File: src/rtl/picorv32_wb_bridge.sv
// picorv32 native memory interface to Wishbone classic bridge: one registered bus cycle per
// core request, optional split instruction/data buses and a watchdog for hung cycles.
module picorv32_wb_bridge #(
  parameter int unsigned SPLIT_BUS      = 0,
  parameter int unsigned TIMEOUT_CYCLES = 1024,
  parameter logic [31:0] ERR_DATA       = 32'hDEAD_BEEF
) (
  input  logic        clk,
  input  logic        rst_n,
  // picorv32 native interface
  input  logic        mem_valid,
  input  logic        mem_instr,
  input  logic [31:0] mem_addr,
  input  logic [31:0] mem_wdata,
  input  logic [3:0]  mem_wstrb,
  output logic        mem_ready,
  output logic [31:0] mem_rdata,
  // primary Wishbone bus
  output logic        core_cyc,
  output logic        core_stb,
  output logic        core_we,
  output logic [3:0]  core_sel,
  output logic [31:0] core_addr,
  output logic [31:0] core_data_out,
  input  logic [31:0] core_data_in,
  input  logic        core_ack,
  // secondary Wishbone bus
  output logic        data_mem_cyc,
  output logic        data_mem_stb,
  output logic        data_mem_we,
  output logic [3:0]  data_mem_sel,
  output logic [31:0] data_mem_addr,
  output logic [31:0] data_mem_data_out,
  input  logic [31:0] data_mem_data_in,
  input  logic        data_mem_ack,
  output logic        timeout_o
);

  localparam int unsigned WdogW = (TIMEOUT_CYCLES > 1) ? $clog2(TIMEOUT_CYCLES) : 1;
  localparam logic [WdogW-1:0] WdogMax = WdogW'(TIMEOUT_CYCLES - 1);

  typedef enum logic [1:0] {StIdle, StReq, StResp} state_e;

  typedef struct packed {
    logic        cyc;
    logic        stb;
    logic        we;
    logic [3:0]  sel;
    logic [31:0] addr;
    logic [31:0] data;
  } wb_req_t;

  state_e           state_q;
  wb_req_t          core_q, dmem_q;
  logic             tgt_dmem_q;
  logic [WdogW-1:0] wdog_q;
  logic             mem_ready_q;
  logic [31:0]      mem_rdata_q;
  logic             timeout_q;

  wb_req_t     req_bus;
  logic        req_dmem;
  logic        bus_ack;
  logic [31:0] bus_din;
  logic        wdog_hit;

  always_comb begin
    req_bus.cyc  = 1'b1;
    req_bus.stb  = 1'b1;
    req_bus.we   = |mem_wstrb;
    req_bus.sel  = (|mem_wstrb) ? mem_wstrb : 4'hF;
    req_bus.addr = mem_addr;
    req_bus.data = mem_wdata;
    req_dmem     = (SPLIT_BUS != 0) && !mem_instr;
    bus_ack      = tgt_dmem_q ? data_mem_ack : core_ack;
    bus_din      = tgt_dmem_q ? data_mem_data_in : core_data_in;
    wdog_hit     = (TIMEOUT_CYCLES != 0) && (wdog_q == WdogMax);
  end

  always_ff @(posedge clk or negedge rst_n) begin
    if (!rst_n) begin
      state_q     <= StIdle;
      core_q      <= '0;
      dmem_q      <= '0;
      tgt_dmem_q  <= 1'b0;
      wdog_q      <= '0;
      mem_ready_q <= 1'b0;
      mem_rdata_q <= '0;
      timeout_q   <= 1'b0;
    end else begin
      mem_ready_q <= 1'b0;
      timeout_q   <= 1'b0;
      unique case (state_q)
        StIdle: begin
          if (mem_valid) begin
            tgt_dmem_q <= req_dmem;
            wdog_q     <= '0;
            if (req_dmem) begin
              dmem_q <= req_bus;
            end else begin
              core_q <= req_bus;
            end
            state_q <= StReq;
          end
        end
        StReq: begin
          // Ack takes priority over a simultaneous watchdog expiry.
          if (bus_ack) begin
            mem_rdata_q <= bus_din;
          end else if (wdog_hit) begin
            mem_rdata_q <= ERR_DATA;
            timeout_q   <= 1'b1;
          end else begin
            wdog_q <= wdog_q + WdogW'(1);
          end
          if (bus_ack || wdog_hit) begin
            core_q      <= '0;
            dmem_q      <= '0;
            mem_ready_q <= mem_valid;
            state_q     <= StResp;
          end
        end
        StResp: begin
          state_q <= StIdle;
        end
        default: begin
          state_q <= StIdle;
        end
      endcase
    end
  end

  assign mem_ready         = mem_ready_q;
  assign mem_rdata         = mem_rdata_q;
  assign timeout_o         = timeout_q;
  assign core_cyc          = core_q.cyc;
  assign core_stb          = core_q.stb;
  assign core_we           = core_q.we;
  assign core_sel          = core_q.sel;
  assign core_addr         = core_q.addr;
  assign core_data_out     = core_q.data;
  assign data_mem_cyc      = dmem_q.cyc;
  assign data_mem_stb      = dmem_q.stb;
  assign data_mem_we       = dmem_q.we;
  assign data_mem_sel      = dmem_q.sel;
  assign data_mem_addr     = dmem_q.addr;
  assign data_mem_data_out = dmem_q.data;

endmodule

File: config.mk
export PLATFORM = sky130hd
export DESIGN_NAME = picorv32_wb_bridge
export DESIGN_NICKNAME = d
export VERILOG_FILES = /design/src/rtl/picorv32_wb_bridge.sv
export SDC_FILE = /design/constraint.sdc
export NUM_CORES = 1
export LEC_CHECK = 0
export BUFFER_PORTS_ARGS = -buffer_cell sky130_fd_sc_hd__buf_4
export CORE_AREA = 3 3 122 124
export DETAILED_ROUTE_END_ITERATION = 12
export DIE_AREA = 0 0 125 127
export PLACE_DENSITY = 0.76
export SKIP_CTS_REPAIR_TIMING = 1
export SYNTH_ARGS = -nofsm -noshare
export SYNTH_HDL_FRONTEND = slang
export SYNTH_SLANG_ARGS = --single-unit
File: constraint.sdc
create_clock -name clk -period 4.5 [get_ports clk]
set_input_delay 0.9 -clock clk [delete_from_list [all_inputs] [get_ports clk]]
set_output_delay 0.9 -clock clk [all_outputs]
set_load 0.05 [all_outputs]
==> run_results.csv, run 1 <==
group,metric,value,unit
outcome,status,"completed",
placement,hpwl,9202,um
drt,wl,13110,um
min_path,min_from,"mem_rdata[13]$_DFFE_PN0P_",
min_path,hold_depth,1,
worst_setup_path,crit_required,4850,ps
worst_setup_path,startpoint_type,"register",
yosys,synth_area,5161,um2
floorplan,core.rowCount,43,
worst_setup_path,reg2reg_from,"wdog_q[0]$_DFFE_PN0P_",
drt,ant_nets,0,
yosys,synth-main-ff-cell,"dfrtp_1",
yosys,avgSynthCellArea,10.02,um2
floorplan,initial_core_util,0.3718,
floorplan,io-pin-count,314,
yosys,synth_top_cell_by_area,"dfrtp_1",
finish,area_delta_synth_final,40.27,%
timing,clock_skew,7.583,ps
timing,finalCriticalPeriod,2292,ps
timing,fin_tns_setup,0,ps
yosys,synth_common_cells,"136 x nand2_1, 116 x dfrtp_1, 74 x buf_4",
flow_run,max-cap-violations,0,
clock_tree,htreeDepth,4,
clock_tree,numClockSinks,116,
clock_tree,cts_tree,"done",
finish,fillers,1260,
min_path,holdCritPathClass,"reg -> reg",
worst_setup_path,slowest_stage,"buf_4",
worst_setup_path,path_cells,"ha_1 > nand4_4 > nor3_1 > o21ai_2 > inv_2 > buf_4 > o22a_1",
worst_setup_path,cp-end-kind,"register",
timing,period_share,0.5092,
power_and_ir_drop,leakage,3.636,nW
finish,drive_above_1_share,0.3548,
worst_setup_path,cp.buffers_inverters,2,
min_path,hold_end,"mem_rdata[13]$_DFFE_PN0P_",
finish,seq_area,2903,um2
worst_setup_path,critPathKind,"reg -> reg",
drt,wire_per_inst,14.41,um
placement,portBuffers,208,
drt,drtIter0Drc,191,
drt,vias,4148,
worst_setup_path,reg2reg_depth,7,
clock_tree,cts_made_buffers,17,
power_and_ir_drop,p_total,6.106,mW
timing,fmax,436.4,MHz
placement,dpl_cell_area,6571,um2
finish,multi_input_area,1805,um2
yosys,synth_edf_count,0,
yosys,synth_cells,515,
timing,maxSlewViolCount,0,
worst_setup_path,r2r-end,"mem_rdata[15]$_DFFE_PN0P_",
worst_setup_path,reg2reg_slack,2210,ps
finish,nets,856,
clock_tree,clk_path_buf_depth,2,
yosys,synthArstFlopShare,1.000,
global_route,grt_max_degree,69,
floorplan,fp.dieW,125,um
global_route,grt_pass1_vias,4062,
yosys,ys_ff_latch,116,
drt,dr.pass1.iters,5,
finish,final_area,7239,um2
drt,vias_per_cell,4.558,
global_route,grt_usage,0.1643,
clock_tree,clock_latency,410,ps
timing,grt_setup_unrepaired,"false",
placement,place.gp.congestion,0.7790,
yosys,ys_seq_area_frac,0.5624,
worst_setup_path,crit_fanout,43,
yosys,ys_warn_count,0,
floorplan,core_area,13880,um2
global_route,grt-ovfl-total,0,
timing,worst_pin_slew,1117,ps
finish,antenna_cells,0,
worst_setup_path,critPathArrivalTime,2640,ps
timing,setup-violations-final,0,
finish,stdcell_count,910,
timing,hold_viol,0,
power_and_ir_drop,power_density,843.4,nW/um2
timing,timing.slew.headroom,0.2529,
global_route,grt_pass1_wl,20650,um
clock_tree,clk_pin_slew_worst_paths,50,ps
yosys,synth.area.top_cells,"dfrtp_1 56%, buf_4 11%, nand2_1 9.9%",
floorplan,die_h,127,um
yosys,synth_cell_types,43,
power_and_ir_drop,irDropWorstVdd,0.0004729,V
floorplan,die_area,15880,um2
drt,drc_errors,0,
clock_tree,clockRootBuffer,"clkbuf_16",
worst_setup_path,crit_family,"buffers and inverters",
placement,dp_cells,878,
yosys,yosysTopAreaCellShare,0.5624,
worst_setup_path,critPathMaxStageDelay,470,ps
yosys,synth_most_common_cell,"nand2_1",
global_route,antenna_found_initial,0,
-- layout make-up --
type	instances	share of cell area
inverter	5	0.002592
timing repair buffer	214	0.2236
clock inverter	12	0.02783
multi-input combinational	363	0.2494
sequential	116	0.4010
tap	180	0.03111
clock buffer	20	0.06447
-- through the flow --
step	setup WS, ps	util	hold WS, ps
global placement	2025	0.4734	491.7
finish	2208	0.5215	503.0
CTS	2183	0.5215	509.3
floorplan	2471	-	471.6
global route	2024	0.5215	513.9
detailed placement	1957	0.4734	495.1
-- worst max-delay path by stage --
stage | end | from | slack [ps] | cells after the start
after global placement | core_data_out[6]$_DFFE_PN0P_ | mem_valid | 2030 | 5
after floorplan | wdog_q[7]$_DFFE_PN0P_ | core_ack | 2470 | 4
after CTS | mem_rdata[15]$_DFFE_PN0P_ | wdog_q[0]$_DFFE_PN0P_ | 2180 | 7
final | mem_rdata[15]$_DFFE_PN0P_ | wdog_q[0]$_DFFE_PN0P_ | 2210 | 7
after detailed placement | core_data_out[3]$_DFFE_PN0P_ | mem_valid | 1960 | 5
after global routing | mem_rdata[3]$_DFFE_PN0P_ | wdog_q[0]$_DFFE_PN0P_ | 2020 | 7
-- worst reg2reg max path: stages (launching register included) --
cell     delay (ps)
dfrtp_1         370
ha_1            260
nand4_4         170
nor3_1          240
o21ai_2         180
inv_2           330
buf_4           480
o22a_1          210
-- power by group --
| group | total (mW) | internal [mW] | switching [mW] |
|---|---|---|---|
| Combinational | 2.93 | 0.839 | 2.09 |
| Sequential | 1.68 | 1.45 | 0.233 |
| Clock | 1.50 | 1.03 | 0.473 |
| Total | 6.11 | 3.31 | 2.79 |
-- layout by cell type, fill, tap and decap left out, drive strengths merged, types with 2 or more instances in the layout --
cell,count
nand4,2
o311a,2
o22ai,4
a22o,8
nand2,136
nor3,4
clkbuf,20
nor2,12
bufinv,5
clkinvlp,2
o22a,25
conb,71
a211o,2
o211ai,2
clkinv,5
dfrtp,116
inv,5
nand3,2
a31oi,2
a21oi,69
o21ai,5
and3,3
buf,214
-- state kept, by name (all words and copies together), names as in the netlist --
| register | cells |
|---|---|
| core_addr | 32 |
| core_data_out | 32 |
| mem_rdata | 32 |
| wdog_q | 10 |
| core_sel | 4 |
| state_q | 2 |
| core_cyc | 1 |
| core_we | 1 |
| mem_ready | 1 |
| timeout_o | 1 |
-- metal layers --
metal | wire length [um] | track usage | vias to the layer above
met3 | 1200 | 0.06940 | 13
met2 | 6725 | 0.2752 | 174
met5 | 0 | 0 | -
met4 | 154 | 0.06569 | 0
li1 | - | - | 1995
met1 | 5029 | 0.1869 | 1966
-- logic make-up (layout without fill, tap and decap cells) --
| family | after synthesis | after routing | share of synthesized area |
|---|---|---|---|
| AND/OR/NAND/NOR | 168 | 168 | 0.1377 |
| AO/OA/AOI/OAI | 122 | 122 | 0.1544 |
| flip-flops | 116 | 116 | 0.5624 |
| buffers and inverters | 106 | 251 | 0.1401 |
| adder cells (fa/ha/maj) | 1 | 1 | 0.002424 |
| other | 1 | 71 | 0.0007266 |
| multiplexers | 1 | 1 | 0.002182 |
(Power assumes the default switching activity.)
==> inputs of run 2 (changes only) <==
--- a/config.mk
+++ b/config.mk
@@ -6,10 +6,10 @@
 export NUM_CORES = 1
 export LEC_CHECK = 0
 export BUFFER_PORTS_ARGS = -buffer_cell sky130_fd_sc_hd__buf_4
-export CORE_AREA = 3 3 122 124
+export CORE_MARGIN = 3
+export CORE_UTILIZATION = 39
 export DETAILED_ROUTE_END_ITERATION = 12
-export DIE_AREA = 0 0 125 127
-export PLACE_DENSITY = 0.76
+export PLACE_DENSITY = 0.82
 export SKIP_CTS_REPAIR_TIMING = 1
 export SYNTH_ARGS = -nofsm -noshare
 export SYNTH_HDL_FRONTEND = slang
==> constraint.sdc (replaced) <==
create_clock -name clk -period 2 [get_ports clk]
set_input_delay 0.4 -clock clk [delete_from_list [all_inputs] [get_ports clk]]
set_output_delay 0.4 -clock clk [all_outputs]
set_load 0.05 [all_outputs]
==> run 2 against run 1 <==
Compared with the run above: first-iteration DRC count shrank 34%; sequential cell count is the same; global-route usage grew 1.3 points; clock-buffer cell count grew 5; sequential share of layout area is essentially flat; critical path type unchanged; critical endpoint is now mem_rdata[30]$_DFFE_PN0P_.
==> run_results.csv, run 2 (same netlist as run 1, synthesis figures left out) <==
group,metric,value,unit
clock_tree,htreeDepth,4,
timing,finalCriticalPeriod,1790,ps
clock_tree,clockRootBuffer,"clkbuf_16",
finish,final_area,7232,um2
placement,dp_cells,875,
global_route,grt_pass1_vias,4129,
floorplan,die_area,14650,um2
placement,dpl_cell_area,6649,um2
clock_tree,numClockSinks,116,
finish,area_delta_synth_final,40.12,%
clock_tree,clock_latency,410,ps
drt,dr.pass1.iters,4,
timing,maxSlewViolCount,0,
worst_setup_path,path_cells,"ha_1 > nand4_4 > nor3_2 > o21ai_2 > inv_2 > buf_12 > o22a_1",
power_and_ir_drop,power_density,1838,nW/um2
worst_setup_path,reg2reg_from,"wdog_q[0]$_DFFE_PN0P_",
outcome,status,"completed",
timing,clock_skew,11.21,ps
timing,worst_pin_slew,613.5,ps
clock_tree,clk_path_buf_depth,2,
timing,hold_viol,0,
drt,ant_nets,0,
worst_setup_path,startpoint_type,"register",
timing,fmax,558.6,MHz
power_and_ir_drop,p_total,13.29,mW
drt,wire_per_inst,14.68,um
clock_tree,cts_made_buffers,17,
timing,setup_slack,209.7,ps
floorplan,fp.dieW,121.0,um
finish,stdcell_count,907,
floorplan,io-pin-count,314,
floorplan,initial_core_util,0.4041,
global_route,grt_max_degree,117,
drt,vias,4231,
placement,place.gp.congestion,0.8348,
global_route,grt-ovfl-total,0,
drt,drtIter0Drc,126,
global_route,grt_usage,0.1773,
global_route,antenna_found_initial,0,
flow_run,max-cap-violations,0,
placement,hpwl,9029,um
drt,vias_per_cell,4.665,
clock_tree,cts_tree,"done",
worst_setup_path,critPathArrivalTime,2130,ps
worst_setup_path,critPathKind,"reg -> reg",
floorplan,core_area,12770,um2
min_path,holdCritPathClass,"in -> async",
worst_setup_path,crit_family,"buffers and inverters",
timing,setup-violations-final,0,
finish,nets,863,
power_and_ir_drop,irDropWorstVdd,0.001079,V
global_route,grt_pass1_wl,20380,um
worst_setup_path,r2r-end,"mem_rdata[30]$_DFFE_PN0P_",
placement,portBuffers,208,
floorplan,core.rowCount,41,
timing,fin_tns_setup,0,ps
timing,grt_setup_unrepaired,"false",
timing,timing.slew.headroom,0.5910,
finish,drive_above_1_share,0.3551,
worst_setup_path,cp.buffers_inverters,2,
drt,drc_errors,0,
floorplan,die_h,121.0,um
worst_setup_path,reg2reg_depth,7,
worst_setup_path,reg2reg_slack,210,ps
worst_setup_path,crit_required,2340,ps
timing,period_share,0.8952,
finish,antenna_cells,0,
placement,dp_slack,74.55,ps
finish,final_util,0.5662,
worst_setup_path,cp-end-kind,"register",
worst_setup_path,slowest_stage,"dfrtp_1",
clock_tree,clk_pin_slew_worst_paths,50,ps
worst_setup_path,critPathMaxStageDelay,370,ps
drt,wl,13310,um
timing,whs,77.56,ps
finish,final_common_cell,"buf_4",
power_and_ir_drop,leakage,3.641,nW
worst_setup_path,crit_fanout,43,
finish,fillers,1109,
finish,final_cell_mix,"215 x buf_4, 135 x nand2_1, 116 x dfrtp_1",
## run 2: power by group
| part | total [mW] | switching (mW) | internal [mW] |
|---|---|---|---|
| Sequential | 3.79 | 0.534 | 3.26 |
| Clock | 2.80 | 0.990 | 1.81 |
| Combinational | 6.70 | 4.72 | 1.97 |
## run 2: area by class of cell
type	count	area, um2	share of cell area
clock buffers	25	495.5	0.06851
clock inverters	5	50.05	0.006920
inverters	5	18.77	0.002595
multi-input cells	363	1810	0.2503
flip-flops and latches	116	2903	0.4014
well taps	172	215.2	0.02976
repair buffers	221	1739	0.2405
## run 2: per-layer routing
metal	part of all wire	vias to the layer above	routed length, um	track usage
met5	0	-	0	0
met4	0.013	0	176	0.05949
met3	0.084	13	1114	0.06946
met2	0.52	166	6908	0.2952
met1	0.38	2043	5114	0.2096
li1	-	2009	-	-
## run 2: how the worst max path moves through the flow
| stage | startpoint | to | cells after the start | slack (ps) |
|---|---|---|---|---|
| 2_1_floorplan | wdog_q[0]$_DFFE_PN0P_ | mem_rdata[10]$_DFFE_PN0P_ | 7 | 330 |
| 3_3_place_gp | wdog_q[0]$_DFFE_PN0P_ | mem_rdata[5]$_DFFE_PN0P_ | 7 | 140 |
| 3_5_place_dp | wdog_q[0]$_DFFE_PN0P_ | mem_rdata[30]$_DFFE_PN0P_ | 7 | 70 |
| 4_1_cts | wdog_q[0]$_DFFE_PN0P_ | mem_rdata[30]$_DFFE_PN0P_ | 7 | 50 |
| 5_1_grt | wdog_q[1]$_DFFE_PN0P_ | mem_rdata[6]$_DFFE_PN0P_ | 7 | 90 |
| 6_report | wdog_q[0]$_DFFE_PN0P_ | mem_rdata[30]$_DFFE_PN0P_ | 7 | 210 |
## run 2: worst register-to-register path: cells and delay by family (launching register included)
family / cells / cell delay, ps
DFF: 1 / 370
AOI/OAI and AO/OA: 2 / 300
and+or+nand+nor: 2 / 380
buffers and inverters: 2 / 410
adders and majority gates: 1 / 260
